## src/rtl/md5_match_ctrl.sv

```systemverilog
// md5_match_ctrl: issues candidates into md5core and matches digests.
// Optional MD5_HASH_COUNT_EN adds a saturating compared-digest counter.
module md5_match_ctrl #(
  parameter int INFLIGHT_W = 8
) (
  input  logic         clk,
  input  logic         reset,
  input  logic         start,
  input  logic [127:0] target,
  input  logic         msg_valid,
  output logic         msg_ready,
  input  logic [151:0] msg_data,
  input  logic         msg_last,
  output logic         core_en,
  output logic         core_valid_in,
  output logic [151:0] core_mesg,
  input  logic [31:0]  core_a,
  input  logic [31:0]  core_b,
  input  logic [31:0]  core_c,
  input  logic [31:0]  core_d,
  input  logic [151:0] core_m_out,
  input  logic         core_valid_out,
`ifdef MD5_HASH_COUNT_EN
  output logic [31:0]  hash_count,
`endif
  output logic         busy,
  output logic         done,
  output logic         match,
  output logic [151:0] match_mesg
);

  typedef enum logic [2:0] {
    IDLE,
    RUN,
    DRAIN,
    DONE,
    FLUSH
  } state_t;

  state_t state, state_nx;

  logic [127:0]          target_q;
  logic [INFLIGHT_W-1:0] inflight;
  logic                  accept;
  logic                  cmp;
  logic                  hit;
  logic                  go;
  logic                  empty;

  assign accept  = msg_valid && msg_ready;
  assign cmp     = core_valid_out && (state == RUN || state == DRAIN);
  assign hit     = cmp && ({core_a, core_b, core_c, core_d} == target_q);
  assign go      = start && (state == IDLE || state == DONE);
  assign empty   = (inflight == '0);
  assign core_en = !reset;
  assign done    = (state == DONE);

  // Next-state and handshake outputs; a match wins over msg_last.
  always_comb begin
    state_nx  = state;
    msg_ready = 1'b0;
    busy      = 1'b1;
    unique case (state)
      IDLE: begin
        busy = 1'b0;
        if (start) state_nx = RUN;
      end
      RUN: begin
        msg_ready = 1'b1;
        if (hit) state_nx = DONE;
        else if (accept && msg_last) state_nx = DRAIN;
      end
      DRAIN: begin
        if (hit || empty) state_nx = DONE;
      end
      DONE: begin
        busy = 1'b0;
        if (start) state_nx = empty ? RUN : FLUSH;
      end
      FLUSH: begin
        if (empty) state_nx = RUN;
      end
      default: state_nx = IDLE;
    endcase
  end

  // State register.
  always_ff @(posedge clk) begin
    if (reset) state <= IDLE;
    else       state <= state_nx;
  end

  // Target latch on an accepted start.
  always_ff @(posedge clk) begin
    if (reset)   target_q <= '0;
    else if (go) target_q <= target;
  end

  // In-flight count: issue adds one, a returning digest removes one.
  always_ff @(posedge clk) begin
    if (reset) begin
      inflight <= '0;
    end else if (accept && !core_valid_out) begin
      inflight <= inflight + INFLIGHT_W'(1);
    end else if (!accept && core_valid_out) begin
      inflight <= inflight - INFLIGHT_W'(1);
    end
  end

  // Registered issue into the core.
  always_ff @(posedge clk) begin
    if (reset) begin
      core_valid_in <= 1'b0;
      core_mesg     <= '0;
    end else begin
      core_valid_in <= accept;
      if (accept) core_mesg <= msg_data;
    end
  end

  // Result capture; cleared when a new search is accepted.
  always_ff @(posedge clk) begin
    if (reset || go) begin
      match      <= 1'b0;
      match_mesg <= '0;
    end else if (hit) begin
      match      <= 1'b1;
      match_mesg <= core_m_out;
    end
  end

`ifdef MD5_HASH_COUNT_EN
  // Saturating count of digests compared during a search.
  always_ff @(posedge clk) begin
    if (reset || go) hash_count <= '0;
    else if (cmp && !(&hash_count)) hash_count <= hash_count + 32'd1;
  end
`endif

endmodule

```

## config.mk

```make
export PLATFORM = sky130hd
export DESIGN_NAME = md5_match_ctrl
export DESIGN_NICKNAME = d
export VERILOG_FILES = /design/src/rtl/md5_match_ctrl.sv
export SDC_FILE = /design/constraint.sdc
export NUM_CORES = 1
export LEC_CHECK = 0
export BUFFER_PORTS_ARGS = -buffer_cell sky130_fd_sc_hd__buf_2
export CORE_AREA = 2 2 341 343
export CTS_CLUSTER_DIAMETER = 40
export DETAILED_ROUTE_END_ITERATION = 12
export DIE_AREA = 0 0 343 345
export PLACE_DENSITY = 0.43
export SLEW_MARGIN = 5
export SYNTH_ARGS = -nofsm -noshare
export SYNTH_HDL_FRONTEND = slang
export SYNTH_SLANG_ARGS = --single-unit
```

## constraint.sdc

```tcl
create_clock -name clk -period 11.3 [get_ports clk]
set_clock_uncertainty 0.1 [all_clocks]
set_input_delay 1.695 -clock clk [delete_from_list [all_inputs] [get_ports clk]]
set_output_delay 1.695 -clock clk [all_outputs]
set_load 0.005 [all_outputs]
```

### Word level (Yosys, flattened, before mapping)

Cells that the tools add are included.

* add/subtract/negate cells: 2
* $mul: 0
* div/mod/pow operators: 0
* order comparisons: 0
* equality and inequality tests: 10
* shifts and indexed selects: 0
* muxes and demuxes: 12
* bitwise logic cells: 0
* reduce and logical (&&, ||, !) cells: 19

Operators with widths (number)
* $eq 128x128->1: 1
* $mux 3: 7
* $mux 8: 2
* $pmux 3 s5: 1
* $add 8x1->8 const B: 1
* $logic_not 8->1: 1
* $sub 8x1->8 const B: 1
* $logic_and 1x1->1: 7
* $eq 3x2->1 const B: 2
* $ne 2x2->1 const B: 3
* $reduce_and 5->1: 1
* $logic_or 1x1->1: 4
* $eq 3x1->1 const B: 1
* $eq 3x3->1 const B: 1
* $logic_not 1->1: 3
* $logic_not 3->1: 1
* $ne 3x2->1 const B: 1
* $mux 1: 2
* $ne 2x1->1 const B: 1
* $reduce_bool 2->1: 1
* $reduce_or 2->1: 1

* register bits: 445
* bits in latches: 0
* bits in writable memories: 0
* ROM bits: 0
* bits of input ports: 566
* output and inout port bits: 310
* logic and storage cells: 50
* memories: 0

### Depth between registers and ports, before layout

* word-level depth: 7
* mapped depth: 15
* mapped depth without buffers: 13

### Worst setup path before layout

OpenSTA, ideal clock, no wires.

* path type: input -> register
* start: in msg_valid
* end: reg inflight[7]
* library setup time: 121 ps
* arrival: 4348 ps
* required time: 11079 ps
* setup slack: 6731 ps
* stages: 13
* path buffers: 1
* cell sequence: nand2_1 inv_2 buf_1 ha_1 inv_1 ha_1 a21o_1 a21oi_1 o21bai_1 a2111oi_0 or3_1 mux2i_1 mux2_2

* cells in the longest elaborated chain, start to end: 4
* elaborated cells between the ends (all ways): 6
* classes of those cells: mux: 1; reduce/logical: 5

RTL lines
* start, declared: line 10 `input logic msg_valid,`
* $logic_and 1x1->1 (*): line 50 `assign accept = msg_valid && msg_ready;`
* net accept: line 44 `logic accept;`
* $logic_not 1->1: line 105 `end else if (!accept && core_valid_out) begin`
* $logic_and 1x1->1: line 105
* $reduce_bool 2->1 (no source line)
* end signal, assigned: line 104 `inflight <= inflight + INFLIGHT_W'(1);`
* end signal, assigned: line 106 `inflight <= inflight - INFLIGHT_W'(1);`
* end, declared: line 43 `logic [INFLIGHT_W-1:0] inflight;`

Mark *: on every way through the listed nets, which the timed path passes. The rest lies on a longest branch.
A chain may end at the register's enable or synchronous reset.

### Worst setup path after layout

* start: in core_d[18]
* end: reg match_mesg[26]

* cells in the longest elaborated chain, start to end: 2

RTL lines
* start, declared: line 20 `input logic [31:0] core_d,`
* $eq 128x128->1: line 52 `assign hit = cmp && ({core_a, core_b, core_c, core_d} == target_q);`
* $logic_and 1x1->1: line 52
* end signal, assigned: line 128 `match_mesg <= core_m_out;`
* end, declared: line 29 `output logic [151:0] match_mesg`

Every way passes these cells.

==> results.md <==
- The flow ran to the end, and the final reports show no timing, DRC or antenna violations.
- By startpoint and endpoint, the worst setup path is classified as in2reg.
- The remaining antenna violation count is 0.
- The flip-flop and latch count after synthesis is 445.
- Setup repair after global routing left no endpoint under its margin.
- The wire length of the first global-routing pass is 120,000 um.
- STA classifies the critical path endpoint as a flip-flop.
- nand2_1 is the most common cell in the netlist.
- The path class of the tightest hold or removal check is reg2reg.
- The netlist uses 41 different library cells.
- The area of the core region is between 100,000 and 150,000 um^2.
- The average footprint of a synthesized cell is 8.39 um^2.
- The initialized floorplan defines 125 standard-cell rows.
- The pre-antenna-repair detailed-routing pass consisted of 5 iterations.
- During placement, the flow inserted port buffers numbering 875.
- The initial core utilization is 15.7%.
- The worst supply voltage drop on vdd is ~0.10 mV.
- In the final routed layout, each cell accounts on average for 18.4 um.
- The setup slack of the most critical reg-to-reg path is 6.51 ns.
- The required time at the endpoint of the critical path is 11.68 ns.
- Yosys mapped a number of flops with a built-in enable equal to 0.
- The final global-route overflow total is 0.
- Summing all non-filler instances in the final layout gives an area of around 27,000 um^2.
- The number of global-route vias before repair is 18,000.
- The number of gates resized after cts is 0.
- The final count of negative-setup-slack endpoints is 0.
- Buffers added to address setup during post-CTS repair amount to 0.
- The floorplan step set the die width to about 340 um.
- The minimum period implied by the final worst setup slack is 5.14 ns.
- The fraction of synthesis flops using an asynchronous set or reset pin is 0%.
- The source-to-sink clock delay at the later pin of the worst-skew pair is 0.66 ns.
- The number of antenna violations at the first check in global routing came to 25.
- The fraction of the cycle the final worst path needs is 45.5%.
- For this block, the initial DRC count from the detailed router was 1,104.
- The slew at the pin closest to its max-slew limit is ~1.1 ns.
- The total instance count after detailed placement is 4,442.
- In the detailed route, the total length drawn on met2 is 38,700 um.
- STA puts the critical path data arrival time at 5.52 ns.
- The number of warnings reported in the yosys synthesis log is 0.
- The final net count is 3,587.
- The area of the mapped netlist is roughly 18,000 um^2.
- Synthesis produced a netlist whose cell count is between 2,000 and 2,500.
- Counting the buffers created by CTS gives between 90 and 100.
- For this block, the routed nets add up to 85,000 um of wire.
- The cell at the root of the clock tree is clkbuf_16.
- The detailed-route DRC error count is 0.
- The count of cells in the finished layout, fillers not included, comes to 4,628.
- Yosys attributes the largest share of cell area to dfxtp_1, nand2_1, mux2i_1.
- The estimated wirelength of the detail-placed design is between 60,000 and 70,000 um.
- Routed signal wires occupy layers up through met5.
- For this design the ratio of total power to cell area is roughly 220 nW/um^2.
- TritonCTS built the clock tree.
- The area share of the leading cell type in the synthesized netlist is roughly half.
- After routing, the total negative slack on setup checks comes to 0 ns.
- Headroom to the max-slew limit came out at 25.1%.
- For this block, the via count after detailed routing is 18,300.
- The H-tree was split into 3 levels.
- The biggest fanout along the worst timing path is 119.
- The number of violations of the max-capacitance limit is 0.
- The minimum hold slack is 0.347 ns.
- The final weighted congestion in routability-driven placement is between 0.9 and 1.
- The final number of max-transition violations is 0.
- Counting along the longest clock path gives a buffer depth of 3.
- The clock input transition at the sequential cells of the worst setup and hold paths is ~0.050 ns.
- For this run, the register share of the synthesized area comes to between 40% and 50%.
- Clock tree synthesis found a total of ~450 sinks.
- After synthesis, the most frequently instantiated cells are nand2_1, dfxtp_1, a21oi_1, nor2_1, mux2i_1.
- The largest net degree at the start of global routing is 120.
- The detailed-routing wirelength on met1 is 35,600 um.
- The count of hold-fix buffers inserted at cts is 0.
- When the netlist entered floorplanning its net count stood at around 2,700.
- The highest attainable clock frequency is 194 MHz.
- The core utilization of the finished layout is 23.6%.
- The floorplan step defined a die boundary enclosing 118,000 um^2.
- The total global routing track utilization is 13.7%.
- The y dimension of the die is about 350 um.
- The biggest area consumer among synthesized cells is dfxtp_1.
- Detailed routing placed a total of 8250 um of wire on met3.
- Using the TritonRoute via totals, the vias-per-cell ratio works out to 3.96.
- In this run the cell area measured after placement is 23,800 um^2.
- The most used flip-flop cell after synthesis is dfxtp_1.
- The share of cells above drive strength 1 is 34.0%.
- The hold violation total from the final report is 0.
- The count of boundary I/O pins is 876.
- The worst setup path is launched from a primary input.
- The static leakage power is 11.4 nW.
- Relative to the synthesized area, the layout overhead comes to 49.9%.
==> layer usage <==
layer,track usage (%),vias up
met4,5.09,16
li1,-,8919
met2,21.6,751
met1,16.8,8455
met3,5.25,164
met5,0,-
==> sequential cells by signal, indices dropped and copies added, names as in the netlist <==
| name | count |
|---|---|
| inflight | 8 |
| match | 1 |
| core_valid_in | 1 |
| match_mesg | 152 |
| target_q | 128 |
| state | 3 |
| core_mesg | 152 |
==> layout make-up <==
type                       count  area (um^2)
fill                       12900        88000
sequential                   445         8910
multi-input combinational   1560         8380
timing repair buffer         888         4500
clock buffer                 134         2730
tap                         1524         1910
clock inverter                38          587
inverter                      25         96.3
antenna                       14         35.0
==> power breakdown <==
| group | total (mW) | internal (mW) | leakage [nW] | switching [mW] |
|---|---|---|---|---|
| clock network | 2.90 | 1.95 | 1.63 | 0.951 |
| registers | 1.89 | 1.75 | 3.61 | 0.133 |
| logic | 1.08 | 0.398 | 6.16 | 0.681 |
==> worst paths after layout <==
kind	cells after the start	from	endpoint
min	2	core_mesg[117]	core_mesg[117]
min reg2reg	2	core_mesg[117]	core_mesg[117]
max reg2reg	13	state[0]	inflight[7]
max	10	core_d[18]	match_mesg[26]
==> cells in the final DEF (no fill, tap or decap), types with 2 or more instances in the layout <==
cell and n:
o21bai_1 3, clkinv_4 3, nor3b_1 2, xor2_1 2, nand3_1 18, or3_1 4
nand2_1 572, xnor2_1 71, nand2_4 3, inv_16 2, inv_6 3, nor4_1 19
o2111ai_1 5, o21a_1 2, clkinvlp_4 3, nor2_1 177, a21o_1 2, buf_2 874
clkbuf_1 18, buf_4 12, inv_1 24, nand2b_1 114, o22ai_1 6, clkbuf_8 21
nand4_1 73, ha_1 7, dfxtp_1 445, mux2i_1 156, o21ai_0 5, bufinv_16 12
clkbuf_16 95, nor3_1 12, clkinv_2 13, a21oi_1 291, diode_2 14, or4_1 3
==> worst max-delay path: stages <==
cell and delay (ns):
buf_2 0.10, xnor2_1 0.52, nand4_1 0.18, nor4_1 0.45, nand4_1 0.38, nor4_4 0.31
buf_4 0.59, buf_12 0.50, mux2i_1 0.27, nor2_1 0.06
==> logic make-up after synthesis <==
| group | Yosys count | synth area share (%) |
|---|---|---|
| simple gates | 1002 | 24.2 |
| flops | 445 | 49.2 |
| compound gates | 320 | 9.17 |
| mux | 157 | 8.68 |
| buf+inv | 154 | 4.69 |
| xor+xnor | 73 | 3.53 |
| fa+ha+maj | 8 | 0.594 |
==> metrics by stage <==
stage | worst slack [ns] | power (mW)
floorplan | 6.73 | 2.53
global placement | 5.70 | 3.00
detailed placement | 5.67 | 3.01
finish | 6.16 | 5.87
CTS | 6.21 | 5.96
global route | 5.97 | 6.16
(Power assumes the default switching activity.)
